<file path="src/rtl/axil_slave_regfile.sv">
// ---------------------------------------------------------------------------
// axil_slave_regfile
// AXI4-Lite slave exposing DEPTH registers of DATA_WIDTH bits.
//  - Write path: AW and W are captured independently into holding registers;
//    the write commits one cycle after both are held, then B is returned.
//  - Read path: three-process FSM (IDLE / WAIT / RESP) with RD_LATENCY extra
//    idle cycles between the AR handshake and rvalid.
//  - Optional feature macro AXIL_SLAVE_REGFILE_STATS_EN: when defined,
//    wr_count / rd_count count completed B / R handshakes; otherwise both
//    ports are tied to zero and no counter flops exist.
// ---------------------------------------------------------------------------
module axil_slave_regfile #(
   parameter int ADDR_WIDTH = 12,
   parameter int DATA_WIDTH = 32,
   parameter int DEPTH      = 16,
   parameter int RD_LATENCY = 0
) (
   input  logic                      aclk,
   input  logic                      reset,
   // write address channel
   input  logic [ADDR_WIDTH-1:0]     s_axil_awaddr,
   input  logic                      s_axil_awvalid,
   output logic                      s_axil_awready,
   // write data channel
   input  logic [DATA_WIDTH-1:0]     s_axil_wdata,
   input  logic [DATA_WIDTH/8-1:0]   s_axil_wstrb,
   input  logic                      s_axil_wvalid,
   output logic                      s_axil_wready,
   // write response channel
   output logic [1:0]                s_axil_bresp,
   output logic                      s_axil_bvalid,
   input  logic                      s_axil_bready,
   // read address channel
   input  logic [ADDR_WIDTH-1:0]     s_axil_araddr,
   input  logic                      s_axil_arvalid,
   output logic                      s_axil_arready,
   // read data channel
   output logic [DATA_WIDTH-1:0]     s_axil_rdata,
   output logic [1:0]                s_axil_rresp,
   output logic                      s_axil_rvalid,
   input  logic                      s_axil_rready,
   // statistics
   output logic [31:0]               wr_count,
   output logic [31:0]               rd_count
);

   localparam int STRB_W = DATA_WIDTH / 8;
   localparam int LSB    = $clog2(STRB_W);
   localparam int IDX_W  = $clog2(DEPTH);

   localparam logic [1:0] RESP_OKAY   = 2'b00;
   localparam logic [1:0] RESP_SLVERR = 2'b10;

   // Last WAIT count value before moving to RESP (unused when RD_LATENCY == 0).
   localparam logic [3:0] LAT_LAST = (RD_LATENCY > 0) ? 4'(RD_LATENCY - 1) : 4'd0;

   typedef enum logic [1:0] {
      S_IDLE = 2'd0,
      S_WAIT = 2'd1,
      S_RESP = 2'd2
   } rd_state_e;

   // ------------------------------------------------------------------------
   // Address decode: word index above the byte-lane bits; anything that does
   // not fit in IDX_W bits is out of range.
   // ------------------------------------------------------------------------
   logic [ADDR_WIDTH-1:0] aw_word, ar_word;
   logic [IDX_W-1:0]      aw_idx,  ar_idx;
   logic                  aw_oor,  ar_oor;

   assign aw_word = s_axil_awaddr >> LSB;
   assign ar_word = s_axil_araddr >> LSB;
   assign aw_idx  = aw_word[IDX_W-1:0];
   assign ar_idx  = ar_word[IDX_W-1:0];
   assign aw_oor  = |(aw_word >> IDX_W);
   assign ar_oor  = |(ar_word >> IDX_W);

   // ------------------------------------------------------------------------
   // State
   // ------------------------------------------------------------------------
   logic                    live_q, live_d;       // low only in the cycle after a reset edge
   logic                    aw_held_q, aw_held_d;
   logic [IDX_W-1:0]        aw_idx_q, aw_idx_d;
   logic                    aw_oor_q, aw_oor_d;
   logic                    w_held_q, w_held_d;
   logic [DATA_WIDTH-1:0]   w_data_q, w_data_d;
   logic [STRB_W-1:0]       w_strb_q, w_strb_d;
   logic                    bvalid_q, bvalid_d;
   logic [1:0]              bresp_q, bresp_d;

   logic [DATA_WIDTH-1:0]   regs_q [DEPTH];
   logic                    wr_en;
   logic [DATA_WIDTH-1:0]   wr_word;

   rd_state_e               state_q, state_d;
   logic [3:0]              cnt_q, cnt_d;
   logic [DATA_WIDTH-1:0]   rdata_q, rdata_d;
   logic [1:0]              rresp_q, rresp_d;

   logic aw_hs, w_hs, b_hs, ar_hs;

   assign aw_hs = s_axil_awvalid & s_axil_awready;
   assign w_hs  = s_axil_wvalid  & s_axil_wready;
   assign b_hs  = bvalid_q       & s_axil_bready;
   assign ar_hs = s_axil_arvalid & s_axil_arready;

   // Write channel next state: capture AW/W, raise B once both are held,
   // release everything on the B handshake.
   always_comb begin
      // NOTE: every signal assigned here gets a default first so no path can
      // leave it unassigned, which would otherwise infer a latch.
      live_d    = 1'b1;
      aw_held_d = aw_held_q;
      aw_idx_d  = aw_idx_q;
      aw_oor_d  = aw_oor_q;
      w_held_d  = w_held_q;
      w_data_d  = w_data_q;
      w_strb_d  = w_strb_q;
      bvalid_d  = bvalid_q;
      bresp_d   = bresp_q;

      if (aw_hs) begin
         aw_held_d = 1'b1;
         aw_idx_d  = aw_idx;
         aw_oor_d  = aw_oor;
      end
      if (w_hs) begin
         w_held_d = 1'b1;
         w_data_d = s_axil_wdata;
         w_strb_d = s_axil_wstrb;
      end
      // Commit cycle: both halves held and no response outstanding yet.
      if (aw_held_q && w_held_q && !bvalid_q) begin
         bvalid_d = 1'b1;
         bresp_d  = aw_oor_q ? RESP_SLVERR : RESP_OKAY;
      end
      if (b_hs) begin
         aw_held_d = 1'b0;
         w_held_d  = 1'b0;
         bvalid_d  = 1'b0;
         bresp_d   = RESP_OKAY;
      end
   end

   // Byte-merge of the held write data into the addressed register.
   always_comb begin
      wr_en   = aw_held_q & w_held_q & ~bvalid_q & ~aw_oor_q;
      wr_word = regs_q[aw_idx_q];
      for (int b = 0; b < STRB_W; b++) begin
         if (w_strb_q[b]) wr_word[8*b +: 8] = w_data_q[8*b +: 8];
      end
   end

   // Write channel registers.
   always_ff @(posedge aclk) begin
      // NOTE: non-blocking assignments in clocked blocks so every flop samples
      // the pre-edge values of the others, independent of statement order.
      if (reset) begin
         live_q    <= 1'b0;
         aw_held_q <= 1'b0;
         aw_idx_q  <= '0;
         aw_oor_q  <= 1'b0;
         w_held_q  <= 1'b0;
         w_data_q  <= '0;
         w_strb_q  <= '0;
         bvalid_q  <= 1'b0;
         bresp_q   <= RESP_OKAY;
      end else begin
         live_q    <= live_d;
         aw_held_q <= aw_held_d;
         aw_idx_q  <= aw_idx_d;
         aw_oor_q  <= aw_oor_d;
         w_held_q  <= w_held_d;
         w_data_q  <= w_data_d;
         w_strb_q  <= w_strb_d;
         bvalid_q  <= bvalid_d;
         bresp_q   <= bresp_d;
      end
   end

   // Register array; reset wins over a coinciding commit.
   always_ff @(posedge aclk) begin
      // NOTE: the array is reset explicitly because software expects every
      // register to read zero after reset; this keeps it out of RAM macros.
      if (reset) begin
         for (int i = 0; i < DEPTH; i++) regs_q[i] <= '0;
      end else if (wr_en) begin
         regs_q[aw_idx_q] <= wr_word;
      end
   end

   // Read FSM: state register.
   always_ff @(posedge aclk) begin
      if (reset) begin
         state_q <= S_IDLE;
         cnt_q   <= '0;
         rdata_q <= '0;
         rresp_q <= RESP_OKAY;
      end else begin
         state_q <= state_d;
         cnt_q   <= cnt_d;
         rdata_q <= rdata_d;
         rresp_q <= rresp_d;
      end
   end

   // Read FSM: next state; data is captured at the AR handshake, so a write
   // committing on the same edge is not visible to this read.
   always_comb begin
      state_d = state_q;
      cnt_d   = cnt_q;
      rdata_d = rdata_q;
      rresp_d = rresp_q;
      case (state_q)
         S_IDLE: begin
            if (ar_hs) begin
               state_d = (RD_LATENCY > 0) ? S_WAIT : S_RESP;
               cnt_d   = '0;
               rdata_d = ar_oor ? '0 : regs_q[ar_idx];
               rresp_d = ar_oor ? RESP_SLVERR : RESP_OKAY;
            end
         end
         S_WAIT: begin
            if (cnt_q == LAT_LAST) state_d = S_RESP;
            else                   cnt_d   = cnt_q + 4'd1;
         end
         S_RESP: begin
            if (s_axil_rready) state_d = S_IDLE;
         end
         default: state_d = S_IDLE;
      endcase
   end

   // Outputs: readies are held low in the cycle following a reset edge.
   always_comb begin
      s_axil_awready = live_q & ~aw_held_q & ~bvalid_q;
      s_axil_wready  = live_q & ~w_held_q  & ~bvalid_q;
      s_axil_arready = live_q & (state_q == S_IDLE);
      s_axil_rvalid  = (state_q == S_RESP);
   end

   assign s_axil_bvalid = bvalid_q;
   assign s_axil_bresp  = bresp_q;
   assign s_axil_rdata  = rdata_q;
   assign s_axil_rresp  = rresp_q;

`ifdef AXIL_SLAVE_REGFILE_STATS_EN
   logic        r_hs;
   logic [31:0] wr_count_q, wr_count_d;
   logic [31:0] rd_count_q, rd_count_d;

   assign r_hs = s_axil_rvalid & s_axil_rready;

   // Handshake counters, wrapping naturally at 2^32.
   always_comb begin
      wr_count_d = wr_count_q + 32'(b_hs);
      rd_count_d = rd_count_q + 32'(r_hs);
   end

   // Counter registers.
   always_ff @(posedge aclk) begin
      if (reset) begin
         wr_count_q <= '0;
         rd_count_q <= '0;
      end else begin
         wr_count_q <= wr_count_d;
         rd_count_q <= rd_count_d;
      end
   end

   assign wr_count = wr_count_q;
   assign rd_count = rd_count_q;
`else
   assign wr_count = '0;
   assign rd_count = '0;
`endif

endmodule

</file>
<file path="config.mk">
export PLATFORM = sky130hd
export DESIGN_NAME = axil_slave_regfile
export DESIGN_NICKNAME = d
export VERILOG_FILES = /design/src/rtl/axil_slave_regfile.sv
export SDC_FILE = /design/constraint.sdc
export NUM_CORES = 1
export LEC_CHECK = 0
export ABC_AREA = 1
export BUFFER_PORTS_ARGS = -buffer_cell sky130_fd_sc_hd__buf_4
export CORE_ASPECT_RATIO = 1.2
export CORE_UTILIZATION = 60
export DETAILED_ROUTE_END_ITERATION = 12
export PLACE_DENSITY = 0.82
export SYNTH_ARGS = -nofsm -noshare
export SYNTH_HDL_FRONTEND = slang
export SYNTH_SLANG_ARGS = --single-unit
</file>
<file path="constraint.sdc">
create_clock -name aclk -period 2.3 [get_ports aclk]
set_clock_uncertainty 0.2 [all_clocks]
set_input_delay 0.115 -clock aclk [delete_from_list [all_inputs] [get_ports aclk]]
set_output_delay 0.115 -clock aclk [all_outputs]
set_load 0.01 [all_outputs]
</file>
; Word level (Yosys, flattened, before mapping)
; Memory sizes are Yosys's and may differ from the RTL's.
; Cells that the tools add are included.
[op_classes]
add_sub_neg = 1
n_eq_ne = 10
mux = 23
bitwise_logic = 16
n_reduce_logical = 17
[ops]
columns = cell, count
row1 = $mux 32, 2
row2 = $mux 8, 4
row3 = $reduce_or 32->1, 1
row4 = $mux 4, 4
row5 = $and 1x1->1, 12
row6 = $reduce_or 6->1, 2
row7 = $mux 2, 5
row8 = $reduce_and 2->1, 5
row9 = $pmux 4 s2, 1
row10 = $mux 1, 6
row11 = $ne 2x2->1 const B, 3
row12 = $pmux 2 s3, 1
row13 = $reduce_and 3->1, 2
row14 = $add 4x1->4 const B, 1
row15 = $logic_not 4->1, 1
row16 = $ne 1x1->1 const B, 4
row17 = $not 1->1, 4
row18 = $eq 2x1->1 const B, 1
row19 = $eq 2x2->1 const B, 1
row20 = $logic_and 1x1->1, 2
row21 = $logic_not 2->1, 1
row22 = $ne 2x1->1 const B, 1
row23 = $reduce_bool 2->1, 1
row24 = $reduce_or 2->1, 1
row25 = $logic_not 1->1, 1
[totals]
register_bits = 87
ramBits = 512
in_bits = 67
out_inout_bits = 105
wordCells = 81
mem_count = 1
[memory_table]
columns = name, words, word_bits, read_ports, rd_ports_with_merged_regs, write_ports, line_no
row1 = regs_q, 16, 32, 1, 0, 16, 91  ; logic [DATA_WIDTH-1:0] regs_q [DEPTH];

; Logic depth before layout (Yosys ltp)
[logic_depth]
word_depth = 9
mapped_depth = 12
mapped_depth_nobuf = 9

; Worst setup path after synthesis
; OpenSTA, ideal clock, no wires.
[synth_path]
path_type = register -> register
startpoint = register bvalid_q, in the netlist s_axil_bvalid
endpoint = memory regs_q[13][16] (enable)
setup_time_ns = 0.329
arrival_time_ns = 1.596
t_required_ns = 1.771
path_slack_ns = 0.175
stages_incl_launch_ff = 7
n_path_buf = 1
period_less_slack_ns = 2.125
cell_sequence = dfxtp_1 > nor4_4 > nand2_2 > nor2_4 > buf_4 > nand2_2 > nand2_1
[synth_lines]
columns = item, line_no
row1 = "start, declared", 88  ; logic bvalid_q, bvalid_d;
row2 = "start signal, assigned", 176  ; bvalid_q <= bvalid_d;
row3 = "end, declared", 91

; Final worst setup path
[layout_path]
startpoint = register live_q
endpoint = register rdata_q[8], in the netlist s_axil_rdata[8]
[layout_via]
elab_chain_len = 3
[layout_rtl]
columns = item, line_no
row1 = "start, declared", 81  ; logic live_q, live_d;
row2 = "start signal, assigned", 169  ; live_q <= live_d;
row3 = $and 1x1->1, 238  ; s_axil_arready = live_q & (state_q == S_IDLE);
row4 = $and 1x1->1, 105  ; assign ar_hs = s_axil_arvalid & s_axil_arready;
row5 = $reduce_and 2->1 (no line), -
row6 = "end signal, assigned", 202  ; rdata_q <= rdata_d;
row7 = "end, declared", 97  ; logic [DATA_WIDTH-1:0] rdata_q, rdata_d;
; Every way passes these cells.
; A chain may end at the register's enable or synchronous reset.

==> results.yml <==
final_layout:
  register_area_um2: 17000
  fill_cells: 3067
  final_net_count: 3497
  diodes: 0
  area_growth_pct: 17.6
  drive_above_1_share_pct: 13.0
  multi_input_area_um2: 8530
timing:
  drv_slew: 0
  final_hold_viol_count: 0
  min_period_over_period_pct: 99.3
  period_minus_slack_ns: 2.28
  max_freq_mhz: 438
  final.setup.tns_ns: 0
  layout_setup_ws_ns: 0.0169
  setup_violations: 0
  max_slew_margin_pct: 45.9
  worst_slew_pin_slew_ns: 0.812
pwr:
  seqPwrFrac_pct: 50.8
  clkPwrFrac_pct: 39.5
  switching_share_pct: 23.8
  p_int_mw: 18.2
  vdd_drop_max_mv: 0.598
  p_per_area_nw_per_um2: 724
  p_leak_nw: 14.3
  pwr-share-comb_pct: 9.7
  p_switching_mw: 5.67
  total_power_mw: 23.8
worst_setup_path:
  cpMaxStageDelayCell: "dfxtp_2"
  path_cells: "clkinvlp_4 > buf_12 > nor2_4 > nand2_2 > nor4_4 > clkbuf_16 > buf_4 > buf_6 > nand2_1 > a21oi_1"
  r2r-start: "live_q$_DFF_P_"
  critPathMaxStageDelay_ns: 0.35
  crit_path_end_kind: "flip-flop"
  cp-startpoint: "live_q$_DFF_P_"
  path_class: "reg -> reg"
  cp.required_ns: 2.62
  cp-start-kind: "flip-flop"
  arrival_ns: 2.60
  cp_max_fo: 5
global_routing:
  grt_max_degree: 107
  grt_remaining_overflow: 0
  first_global_vias: 22100
  antenna_found_initial: 0
  grt_pass1_wl_um: 115000
  grtUsageTotal_pct: 32.1
route:
  wire_per_inst_um: 18.8
  avgViaCountPerCell: 5.58
  drc_errors: 0
  wirelength_um: 76800
  dr.pass1.iters: 6
  drt_iter0_markers: 2951
  vias: 22800
  antenna_left: 0
hold_path:
  hp-class: "in -> reg"
  hp-start: "s_axil_araddr[5]"
cts:
  cts_sinks: 592
  cts_tree: "built"
  max-clock-path-buffers: 3
  root_buffer: "clkbuf_16"
  ctsHtreeMaxLevel: 2
  clkLatencyLatePin_ns: 0.60
  clkSlewWorstSetupHoldPaths_ns: 0.06
  numCtsBuffers: 54
die:
  core_um2: 45900
  die_h_um: 239
  rows: 86
  die_w_um: 199
  initial_utilization_pct: 60.9
  io_pins: 172
  fp.dieArea_um2: 47500
outcome:
  status: "finished, final reports clean"
synth:
  ys.flop_type: "edfxtp_1"
  ys_types: 25
  yosys_warnings: 0
  async_flop_share_pct: 0
  synth_edf_count: 512
  synth-seq-cells: 592
  syn_area_per_cell_um2: 8.76
  ys_seq_area_share_pct: 60.7
  syn_area_um2: 28000
  syn_inst: 3194
placement:
  place_ws_ns: 0.0818
  dp_hpwl_um: 45800
  port-buffer-count: 101
  gp_congestion: 0.915
flow_run:
  max-cap-violations: 0
-- cell families after synthesis --
logic type / synth area share (%)
other: 0.0134
AO/OA/AOI/OAI: 2.12
flip-flops: 60.7
buffers and inverters: 10.1
AND/OR/NAND/NOR: 27.1
-- critical path, delay by kind of cell, from the launching register on --
kind | cells | cell delay (ns)
and+or+nand+nor | 4 | 0.65
DFF | 1 | 0.35
buffers and inverters | 5 | 0.84
AOI/OAI and AO/OA | 1 | 0.15
-- through the flow --
stage / util (%) / cells / hold slack (ns) / instance area, um2
4_1_cts: 71.2 / 4082 / 0.0142 / 32700
5_1_grt: 71.6 / 4091 / 0.0582 / 32900
6_report: 71.6 / 4091 / 0.0347 / 32900
3_5_place_dp: 65.7 / 3915 / 0.185 / 30200
2_1_floorplan: - / 3259 / 0.0783 / 28200
3_3_place_gp: 65.7 / 3915 / 0.171 / 30200
-- layer usage --
metal  vias up  routed length (um)  track usage [%]
li1      10400                   -                -
met1     10500               26700             40.3
met2      1630               36800             53.0
met3       275                9330             5.40
met4         0                3960             17.2
met5         -                   0                0
-- power by group through the flow --
stage | Combinational (mW) | Clock (mW) | Sequential, mW
after detailed placement | 2.09 | 0 | 12.3
after floorplan | 1.34 | 0 | 12.3
after global placement | 2.03 | 0 | 12.3
after CTS | 2.19 | 9.41 | 12.1
final | 2.31 | 9.41 | 12.1
after global routing | 2.48 | 9.80 | 12.1
-- repair_timing --
| action | in CTS | in global routing |
|---|---|---|
| setup endpoints to repair | 0 | 122 |
| setup buffers | 0 | 13 |
| hold buffers | 66 | 0 |
| hold endpoints to repair | 80 | 0 |
| gates resized for setup | 0 | 35 |
-- worst paths after layout --
| check | end | slack [ns] | cells after the start |
|---|---|---|---|
| worst min register to register | w_data_q[31]$_SDFFE_PP0P_ | 0.24 | 2 |
| worst max-delay path | s_axil_rdata[8]$_SDFFE_PP0P_ | 0.02 | 10 |
| worst max register to register | s_axil_rdata[8]$_SDFFE_PP0P_ | 0.02 | 10 |
| worst min-delay path | s_axil_rdata[28]$_SDFFE_PP0P_ | 0.03 | 6 |
-- layout by cell type (no fill, tap or decap), types with 60 or more instances in the layout --
cell type	n
nand2_1	820
nor2_1	534
nand3_1	384
dfxtp_1	78
edfxtp_1	512
inv_1	400
buf_4	262
a21oi_1	72
dlygate4sd3_1	60
conb_1	66
-- synth_stat cells (3+ instances only) --
master    instances  area share, %
dfxtp_1          80            5.7
nand3_1         384            6.9
clkbuf_1        121            1.6
buf_6             3           0.12
nand2_2          11           0.25
buf_4            67            1.8
o21ai_0          42           0.75
inv_1           404            5.4
nor3_1            4          0.072
nand2_1         839             11
nand2_4          30            1.2
buf_2            19           0.34
edfxtp_1        512             55
clkinv_1         33           0.44
nor2_4            4           0.16
a21oi_1          74            1.3
buf_1            25           0.34
nor2_1          535            7.2
-- flip-flops by register name, summed over array words and instances, names as in the netlist --
register,cells
state_q,1
aw_held_q,1
w_data_q,32
w_strb_q,4
regs_q,512
w_held_q,1
aw_idx_q,4
s_axil_bvalid,1
s_axil_bresp,1
aw_oor_q,1
s_axil_rresp,1
s_axil_rdata,32
live_q,1
-- area by class of cell --
type | count | share of cell area [%]
well taps | 616 | 2.34
multi-input cells | 1994 | 25.9
repair buffers | 350 | 9.47
clock inverters | 29 | 1.09
clock buffers | 72 | 4.56
flip-flops and latches | 592 | 51.6
inverters | 438 | 5.03
(Power assumes the default switching activity.)
